`src/rtl/arbiter_pkg.sv`:
```
// Shared types for the SRAM port arbiter: FSM state encoding and a width helper.
package arbiter_pkg;

  typedef enum logic [1:0] {
    ARB_IDLE    = 2'd0,
    ARB_GRANT   = 2'd1,
    ARB_RELEASE = 2'd2
  } arb_state_t;

  // Bits needed to hold values 0..n-1, never less than one.
  function automatic int width_of(input int n);
    return (n > 1) ? $clog2(n) : 1;
  endfunction

endpackage

```
`src/rtl/rr_picker.sv`:
```
// Combinational round-robin search: first set request bit at or above ptr, wrapping.
module rr_picker #(
  parameter int N_REQ = 3,
  parameter int IDX_W = 2
) (
  input  logic [N_REQ-1:0] req,
  input  logic [IDX_W-1:0] ptr,
  output logic             found,
  output logic [IDX_W-1:0] idx
);

  int j;

  // Scan from the lowest priority down so the highest-priority hit is written last.
  always_comb begin
    found = 1'b0;
    idx   = '0;
    j     = 0;
    for (int i = N_REQ - 1; i >= 0; i--) begin
      j = int'(ptr) + i;
      if (j >= N_REQ) j = j - N_REQ;
      if (req[j]) begin
        found = 1'b1;
        idx   = IDX_W'(j);
      end
    end
  end

endmodule

```
`src/rtl/sram_port_arbiter.sv`:
```
// Round-robin arbiter sharing one single-port SRAM between N_REQ requesters,
// with bounded bursts and a one-cycle read-return strobe per requester.
module sram_port_arbiter
  import arbiter_pkg::*;
#(
  parameter int ADDR_WIDTH = 4,
  parameter int DATA_WIDTH = 8,
  parameter int N_REQ      = 3,
  parameter int MAX_BURST  = 8
) (
  input  logic                        clk,
  input  logic                        rst,
  input  logic [N_REQ-1:0]            req,
  input  logic [N_REQ-1:0]            req_we,
  input  logic [N_REQ*ADDR_WIDTH-1:0] req_addr,
  input  logic [N_REQ*DATA_WIDTH-1:0] req_din,
  output logic [N_REQ-1:0]            gnt,
  output logic [N_REQ-1:0]            rvalid,
  output logic [DATA_WIDTH-1:0]       rdata,
  output logic                        sram_cs,
  output logic                        sram_we,
  output logic [ADDR_WIDTH-1:0]       sram_addr,
  output logic [DATA_WIDTH-1:0]       sram_din,
  input  logic [DATA_WIDTH-1:0]       sram_dout,
  output logic                        busy,
  output arb_state_t                  dbg_state
);

  localparam int IDX_W  = width_of(N_REQ);
  localparam int BCNT_W = width_of(MAX_BURST);

  // Handshake: req[i] is a level. Once gnt[i] is high, every cycle with
  // req[i]=1 is one SRAM access (no stall); dropping req[i] ends the grant.
  // rvalid[i] pulses for exactly one cycle, one cycle after each read access.

  arb_state_t         state;
  logic [IDX_W-1:0]   ptr;
  logic [IDX_W-1:0]   owner;
  logic [BCNT_W-1:0]  bcnt;
  logic [N_REQ-1:0]   rd_pend;

  logic [N_REQ-1:0]   owner_oh;
  logic [IDX_W-1:0]   next_ptr;
  logic               access;
  logic               others_waiting;
  logic               last_beat;
  logic               pick_found;
  logic [IDX_W-1:0]   pick_idx;

  rr_picker #(
    .N_REQ (N_REQ),
    .IDX_W (IDX_W)
  ) u_picker (
    .req   (req),
    .ptr   (ptr),
    .found (pick_found),
    .idx   (pick_idx)
  );

  assign owner_oh       = N_REQ'(1) << owner;
  assign access         = (state == ARB_GRANT) && req[owner];
  assign others_waiting = |(req & ~owner_oh);
  assign last_beat      = (bcnt == BCNT_W'(MAX_BURST - 1));
  assign next_ptr       = (owner == IDX_W'(N_REQ - 1)) ? '0 : owner + 1'b1;

  // SRAM port follows the owner's slices only during an access, else parks at zero.
  always_comb begin
    sram_cs   = access;
    sram_we   = 1'b0;
    sram_addr = '0;
    sram_din  = '0;
    if (access) begin
      sram_we   = req_we[owner];
      sram_addr = req_addr[owner*ADDR_WIDTH +: ADDR_WIDTH];
      sram_din  = req_din[owner*DATA_WIDTH +: DATA_WIDTH];
    end
  end

  // rd_pend is already the one-cycle-late strobe; SRAM data lines up with it.
  assign rvalid    = rd_pend;
  assign rdata     = (|rd_pend) ? sram_dout : '0;
  assign busy      = (state != ARB_IDLE);
  assign dbg_state = state;

  always_ff @(posedge clk or posedge rst) begin
    if (rst) begin
      state   <= ARB_IDLE;
      ptr     <= '0;
      owner   <= '0;
      bcnt    <= '0;
      gnt     <= '0;
      rd_pend <= '0;
    end else begin
      rd_pend <= (access && !req_we[owner]) ? owner_oh : '0;
      case (state)
        ARB_IDLE: begin
          if (pick_found) begin
            owner <= pick_idx;
            gnt   <= N_REQ'(1) << pick_idx;
            bcnt  <= '0;
            state <= ARB_GRANT;
          end
        end
        ARB_GRANT: begin
          if (!req[owner]) begin
            gnt   <= '0;
            ptr   <= next_ptr;
            state <= ARB_RELEASE;
          end else if (last_beat) begin
            // Burst boundary: yield only if someone else is actually waiting.
            bcnt <= '0;
            if (others_waiting) begin
              gnt   <= '0;
              ptr   <= next_ptr;
              state <= ARB_RELEASE;
            end
          end else begin
            bcnt <= bcnt + 1'b1;
          end
        end
        ARB_RELEASE: state <= ARB_IDLE;
        default:     state <= ARB_IDLE;
      endcase
    end
  end

endmodule

```
`config.mk`:
```
export PLATFORM = sky130hd
export DESIGN_NAME = sram_port_arbiter
export DESIGN_NICKNAME = d
export VERILOG_FILES = /design/src/rtl/arbiter_pkg.sv /design/src/rtl/rr_picker.sv /design/src/rtl/sram_port_arbiter.sv
export SDC_FILE = /design/constraint.sdc
export NUM_CORES = 1
export LEC_CHECK = 0
export BUFFER_PORTS_ARGS = -buffer_cell sky130_fd_sc_hd__buf_2
export CORE_ASPECT_RATIO = 0.7
export CORE_UTILIZATION = 43
export CTS_CLUSTER_DIAMETER = 60
export DETAILED_ROUTE_END_ITERATION = 8
export MAX_ROUTING_LAYER = met4
export PLACE_DENSITY_LB_ADDON = 0.12
export SETUP_SLACK_MARGIN = 0.2
export SKIP_CTS_REPAIR_TIMING = 1
export SLEW_MARGIN = 25
export SYNTH_ARGS = -nofsm -noshare
export SYNTH_HDL_FRONTEND = slang
export SYNTH_SLANG_ARGS = --single-unit
```
`constraint.sdc`:
```
create_clock -name clk -period 2.8 [get_ports clk]
set_clock_uncertainty 0.15 [all_clocks]
set_input_delay 0.28 -clock clk [delete_from_list [all_inputs] [get_ports clk]]
set_output_delay 0.28 -clock clk [all_outputs]
set_load 0.01 [all_outputs]
```
# Word-level counts from Yosys, hierarchy flattened
# Index checks and enable logic that the tools add are counted.
classes:
  addsub: 7
  n_lt_le_gt_ge: 7
  eq_ne: 9
  shift: 4
  mux: 45
  bitwise: 2
  reduce_logical: 13
ops:
  columns: ["op", "count"]
  rows:
  - ["< comparator 32 x 4 -> 1 bit (second input constant)", 3]
  - ["two-way mux 32 bit", 3]
  - ["greater-or-equal comparator 32 x 3 -> 1 bit (second input constant)", 2]
  - ["subtractor 32 x 3 -> 32 bit (second input constant)", 2]
  - ["two-way mux 3 bit", 8]
  - ["variable part select 24 x 6 -> 8 bit", 1]
  - ["two-way mux 2 bit", 11]
  - ["two-way mux 8 bit", 2]
  - ["two-way mux 1 bit", 12]
  - ["case mux 3 bit (2 select lines)", 2]
  - ["variable part select 12 x 5 -> 4 bit", 1]
  - ["binary-select mux 1 bit (select 2 bit)", 5]
  - ["AND reduction 3 bit", 3]
  - ["inequality test 2 bit (second input constant)", 3]
  - ["inequality test 3 bit (second input constant)", 2]
  - ["OR reduction 3 bit", 2]
  - ["<< shifter 1 x 2 -> 3 bit (first input constant)", 2]
  - ["two-way mux 4 bit", 1]
  - ["case mux 2 bit (2 select lines)", 1]
  - ["AND reduction 4 bit", 1]
  - ["nonzero test 2 bit", 2]
  - ["adder 2 x 1 -> 3 bit (second input constant)", 1]
  - ["adder 2 x 2 -> 3 bit (second input constant)", 1]
  - ["adder 3 x 1 -> 3 bit (second input constant)", 1]
  - ["14 further kinds", 15]
totals:
  regBits: 15
  input_bits: 52
  out_inout_bits: 31
  word_cells: 93

# Depth between registers and ports, before layout
depth:
  ltp_word: 12
  ltp_mapped: 8
  depth_no_buf: 7

# Modules after synthesis
# Synthesis repeated with hierarchy kept, for this count alone.
unflattened:
  cells_unflattened: 162
  area_unflattened_um2: 1330.0
by_module_without_submodules:
  columns: ["mod", "instances", "cells_each", "area_each_um2", "seq_area_each_um2"]
  rows:
  - ["sram_port_arbiter", 1, 135, 1138.6, 375.4]
  - ["rr_picker", 1, 27, 191.4, 0.0]

# Least setup slack after synthesis
# OpenSTA, ideal clock, no wires.
synth_timing:
  path_type: "register to register"
  startpoint: "register ptr[0]"
  endpoint: "register owner[0]"
  t_arrival_ns: 1.770
  required_time_ns: 2.525
  slack_ns: 0.755
  stages_incl_launch_ff: 8
  period_less_slack_ns: 2.045
  path_cell_list: "dfrtp_1 > inv_1 > ha_1 > clkbuf_2 > a21bo_2 > o22ai_1 > o31a_1 > mux2_2"
synth_between:
  elab_chain_cells: 10
synth_lines:
  columns: ["element", "line", "source"]
  rows:
  - ["start: declaration", "sram_port_arbiter.sv:37", "logic [IDX_W-1:0] ptr;"]
  - ["start signal: assignment", "sram_port_arbiter.sv:107", "ptr <= next_ptr;"]
  - ["start signal: assignment", "sram_port_arbiter.sv:114", "ptr <= next_ptr;"]
  - ["adder 2 x 2 -> 3 bit", "rr_picker.sv:20", "j = int'(ptr) + i;"]
  - ["subtractor 32 x 3 -> 32 bit or greater-or-equal comparator 32 x 3 -> 1 bit (tied branches)", "rr_picker.sv:21", "if (j >= N_REQ) j = j - N_REQ;"]
  - ["two-way mux 32 bit", "rr_picker.sv:21", null]
  - ["binary-select mux 1 bit (select 2 bit)", "rr_picker.sv:22", "if (req[j]) begin"]
  - ["two-way mux 1 bit (not written as such) (2 in a row)", "rr_picker.sv:22", null]
  - ["two-way mux 1 bit (3 in a row)", "rr_picker.sv:22", null]
  - ["AND reduction 2 bit (no source line)", null, null]
  - ["end signal: assignment", "sram_port_arbiter.sv:98", "owner <= pick_idx;"]
  - ["end: declaration", "sram_port_arbiter.sv:38", "logic [IDX_W-1:0] owner;"]
# Parallel ways exist; a longest one is shown, timed or not. The select of a mux whose other input is x is not followed.
# A chain may end at the register's enable or synchronous reset.

# Final worst setup path
layout_timing:
  startpoint: "register owner[0]"
  endpoint: "output sram_din[4]"
layout_between:
  elab_chain_cells: 4
layout_lines:
  columns: ["element", "line", "source"]
  rows:
  - ["parallel branches: the longest is 3 deep, another holds variable part select 24 x 6 -> 8 bit", null, null]
  - ["two-way mux 8 bit *", "sram_port_arbiter.sv:72", "if (access) begin"]
  - ["end: declaration", "sram_port_arbiter.sv:23", "output logic [DATA_WIDTH-1:0] sram_din,"]
# Mark *: on every way between the ends. The select of a mux whose other input is x is not followed.

==> impl_metrics.py <==
metrics = {
    "status": {
        "run_status": "finished, violations left",
        "violations": "negative hold slack",
    },
    "sta": {
        "relSlewSlack_pct": 45.9,
        "tightest_slew_ns": 0.806,
        "tns_ns": 0,
        "fin_crit_ns": 2.30,
        "fmax_ghz": 0.434,
        "timing.final.crit_share_pct": 82.2,
        "holdWs_ns": -0.0708,
        "hold_viol_final": 15,
        "rsz0062_at_grt": "no",
        "setup-violations-final": 0,
        "report.final.slew_viol_count": 0,
    },
    "placed_design": {
        "dp_cells": 276,
        "hpwl_mm": 2.66,
        "numPortBuffers": 82,
        "gp_congestion": 0.793,
    },
    "grt": {
        "grt_use_met2_pct": 29.9,
        "grt_usage_pct": 21.4,
        "grt_start_max_net_pins": 17,
        "grt_pass1_vias": 1044,
        "grt_overflow": 0,
        "grt_pass1_wl_mm": 4.84,
        "busiest_layer": "met1",
        "grt_antenna_before_repair": 0,
        "grtUsageMet3_pct": 4.52,
        "met1_usage_pct": 31.0,
    },
    "worst_setup_path": {
        "cp.arrival_ns": 1.87,
        "r2r-start": "ptr[0]",
        "cp_max_fo": 16,
        "critPathLaunchType": "register",
        "worstSetupEndpointType": "output pin",
        "ff2ff_setup_slack_ns": 0.55,
        "r2r_cells": 7,
        "reg2reg_to": "gnt[0]",
        "path_class": "register to output pin",
        "critPathRequiredTime_ns": 2.37,
    },
    "clocking": {
        "root_buffer": "clkbuf_8",
        "clock_latency_ns": 0.25,
        "htree_levels": 1,
        "clkTransAtPathRegs_ns": 0.06,
        "cts-buffers-inserted": 3,
        "cts_sinks": 15,
        "tritoncts": "done",
        "cts_max_path_buffers": 2,
    },
    "floorplanning": {
        "fp.dieH_um": 48.0,
        "std_cell_rows": 16,
        "die_area_um2": 3260,
        "initial_core_util_pct": 45.8,
        "boundaryPins": 83,
        "die_x_um": 67.8,
        "core_area_um2": 2840,
    },
    "cells_and_area": {
        "nets": 303,
        "register_area_um2": 375,
        "multiInputGateArea_um2": 836,
        "diodes": 0,
        "area_growth_pct": 37.2,
        "layout.cells.non_filler": 280,
        "layout-drive-gt1-share_pct": 39.3,
        "fillers": 283,
    },
    "yosys": {
        "syn_nets": 221,
        "synth_edf_count": 0,
        "yosysWarnings": 0,
        "synth-compound-area-share_pct": 18.8,
        "netlist_area_um2": 1300,
        "ys_ff_latch": 15,
        "synth_top_family_by_area": "simple AND/OR/NAND/NOR gates",
        "ys_types": 34,
        "synthMuxAreaShare_pct": 16.4,
        "yosysSeqAreaShare_pct": 28.8,
        "async_flop_share_pct": 100,
        "synthXorXnorAreaFrac_pct": 0,
        "yosys.area_share.simple_pct": 23.2,
        "synthAdderAreaFrac_pct": 5.76,
        "synth_cells": 163,
        "syn-mean-instance-area_um2": 7.99,
        "synthFlopType": "dfrtp_1",
    },
    "routing": {
        "routedWlPerCell_um": 12.1,
        "first_iter_violations": 54,
        "viasPerCell": 4.96,
        "vias": 1390,
        "drc_errors": 0,
        "drt-total-wl_mm": 3.40,
        "first_pass_iters": 4,
        "ant_nets": 0,
    },
    "pwr": {
        "p_leak_nw": 0.970,
        "max-vdd-ir-drop_v": 0.000604,
        "finalPower_mw": 1.67,
        "power_density_nw_per_um2": 932,
    },
    "flow_run": {
        "max-cap-violations": 0,
    },
    "worst_hold_path": {
        "hold_path.class": "input pin to async pin",
    },
}
## registers in the layout, summed over array words and instances (netlist names)
register and flops:
dbg_state 2, rvalid 3, ptr 2, gnt 3, owner 2, bcnt 3
## synthesized netlist by cell type, types with 2 or more instances
master	number	area, um^2
a21oi_1	15	75.1
o32ai_1	2	17.5
mux2i_1	18	180
o2bb2ai_1	2	17.5
nor2b_1	12	75.1
nand2b_1	3	18.8
inv_1	10	37.5
ha_1	6	75.1
dfrtp_1	15	375
o31ai_1	3	22.5
nor3_1	2	10.0
nor2_1	32	120
o22ai_1	2	12.5
nand2_1	10	37.5
buf_2	6	30.0
mux2_2	3	33.8
o21ai_0	5	25.0
## power breakdown
part	switching, mW	internal (mW)	total (mW)
Combinational	0.628	0.488	1.12
Clock	0.0766	0.101	0.177
Sequential	0.0773	0.295	0.372
Total	0.782	0.884	1.67
## per-layer routing
metal | vias to the layer above | share of wire (%)
met5 | - | 0
met4 | 0 | 0.65
met3 | 5 | 7.4
met2 | 53 | 40
met1 | 608 | 52
li1 | 724 | -
## per-stage QoR
step | area, um^2 | setup WS [ns] | util (%)
global placement | 1740 | 0.671 | 61.3
finish | 1790 | 0.497 | 62.9
global route | 1790 | 0.273 | 62.9
floorplan | 1300 | 0.755 | -
detailed placement | 1740 | 0.589 | 61.3
CTS | 1790 | 0.495 | 62.9
## worst max-delay path by stage
stage | startpoint | to | slack, ns | cells past startpoint
6_report | owner[0] | sram_din[4] | 0.50 | 6
5_1_grt | owner[0] | sram_din[6] | 0.27 | 6
4_1_cts | owner[0] | sram_addr[3] | 0.50 | 6
3_5_place_dp | ptr[0] | gnt[0] | 0.59 | 7
3_3_place_gp | ptr[0] | owner[0] | 0.67 | 6
2_1_floorplan | ptr[0] | owner[0] | 0.76 | 7
## worst max-delay path, stage by stage (launching register included)
cell     delay [ns]
dfrtp_1        0.54
mux2i_1        0.12
o22ai_1        0.25
nand2_1        0.22
buf_4          0.25
nor2_1         0.11
buf_2          0.14
## cell type report
class,instances,share of cell area [%]
repair buffers,87,25.1
well taps,36,2.52
clock buffers,4,2.52
flip-flops and latches,15,21.0
inverters,10,2.10
multi-input cells,128,46.8
## logic make-up (layout without fill, tap and decap cells)
| group | count (synthesis) | in the layout |
|---|---|---|
| simple gates | 65 | 65 |
| buf+inv | 20 | 101 |
| flops | 15 | 15 |
| mux | 21 | 21 |
| fa+ha+maj | 6 | 6 |
| compound gates | 36 | 36 |
## layout by cell type, fill, tap and decap left out, drive strengths merged, types with 2 or more instances in the layout
cell type | Yosys | layout
a21oi | 15 | 15
buf | 8 | 87
clkbuf | 2 | 4
dfrtp | 15 | 15
ha | 6 | 6
inv | 10 | 10
mux2 | 3 | 3
mux2i | 18 | 18
nand2 | 10 | 10
nand2b | 3 | 3
nor2 | 32 | 32
nor2b | 12 | 12
nor3 | 2 | 2
o21ai | 6 | 6
o22ai | 3 | 3
o2bb2ai | 2 | 2
o31ai | 4 | 4
o32ai | 2 | 2
Power figures use the tool's default switching activity.
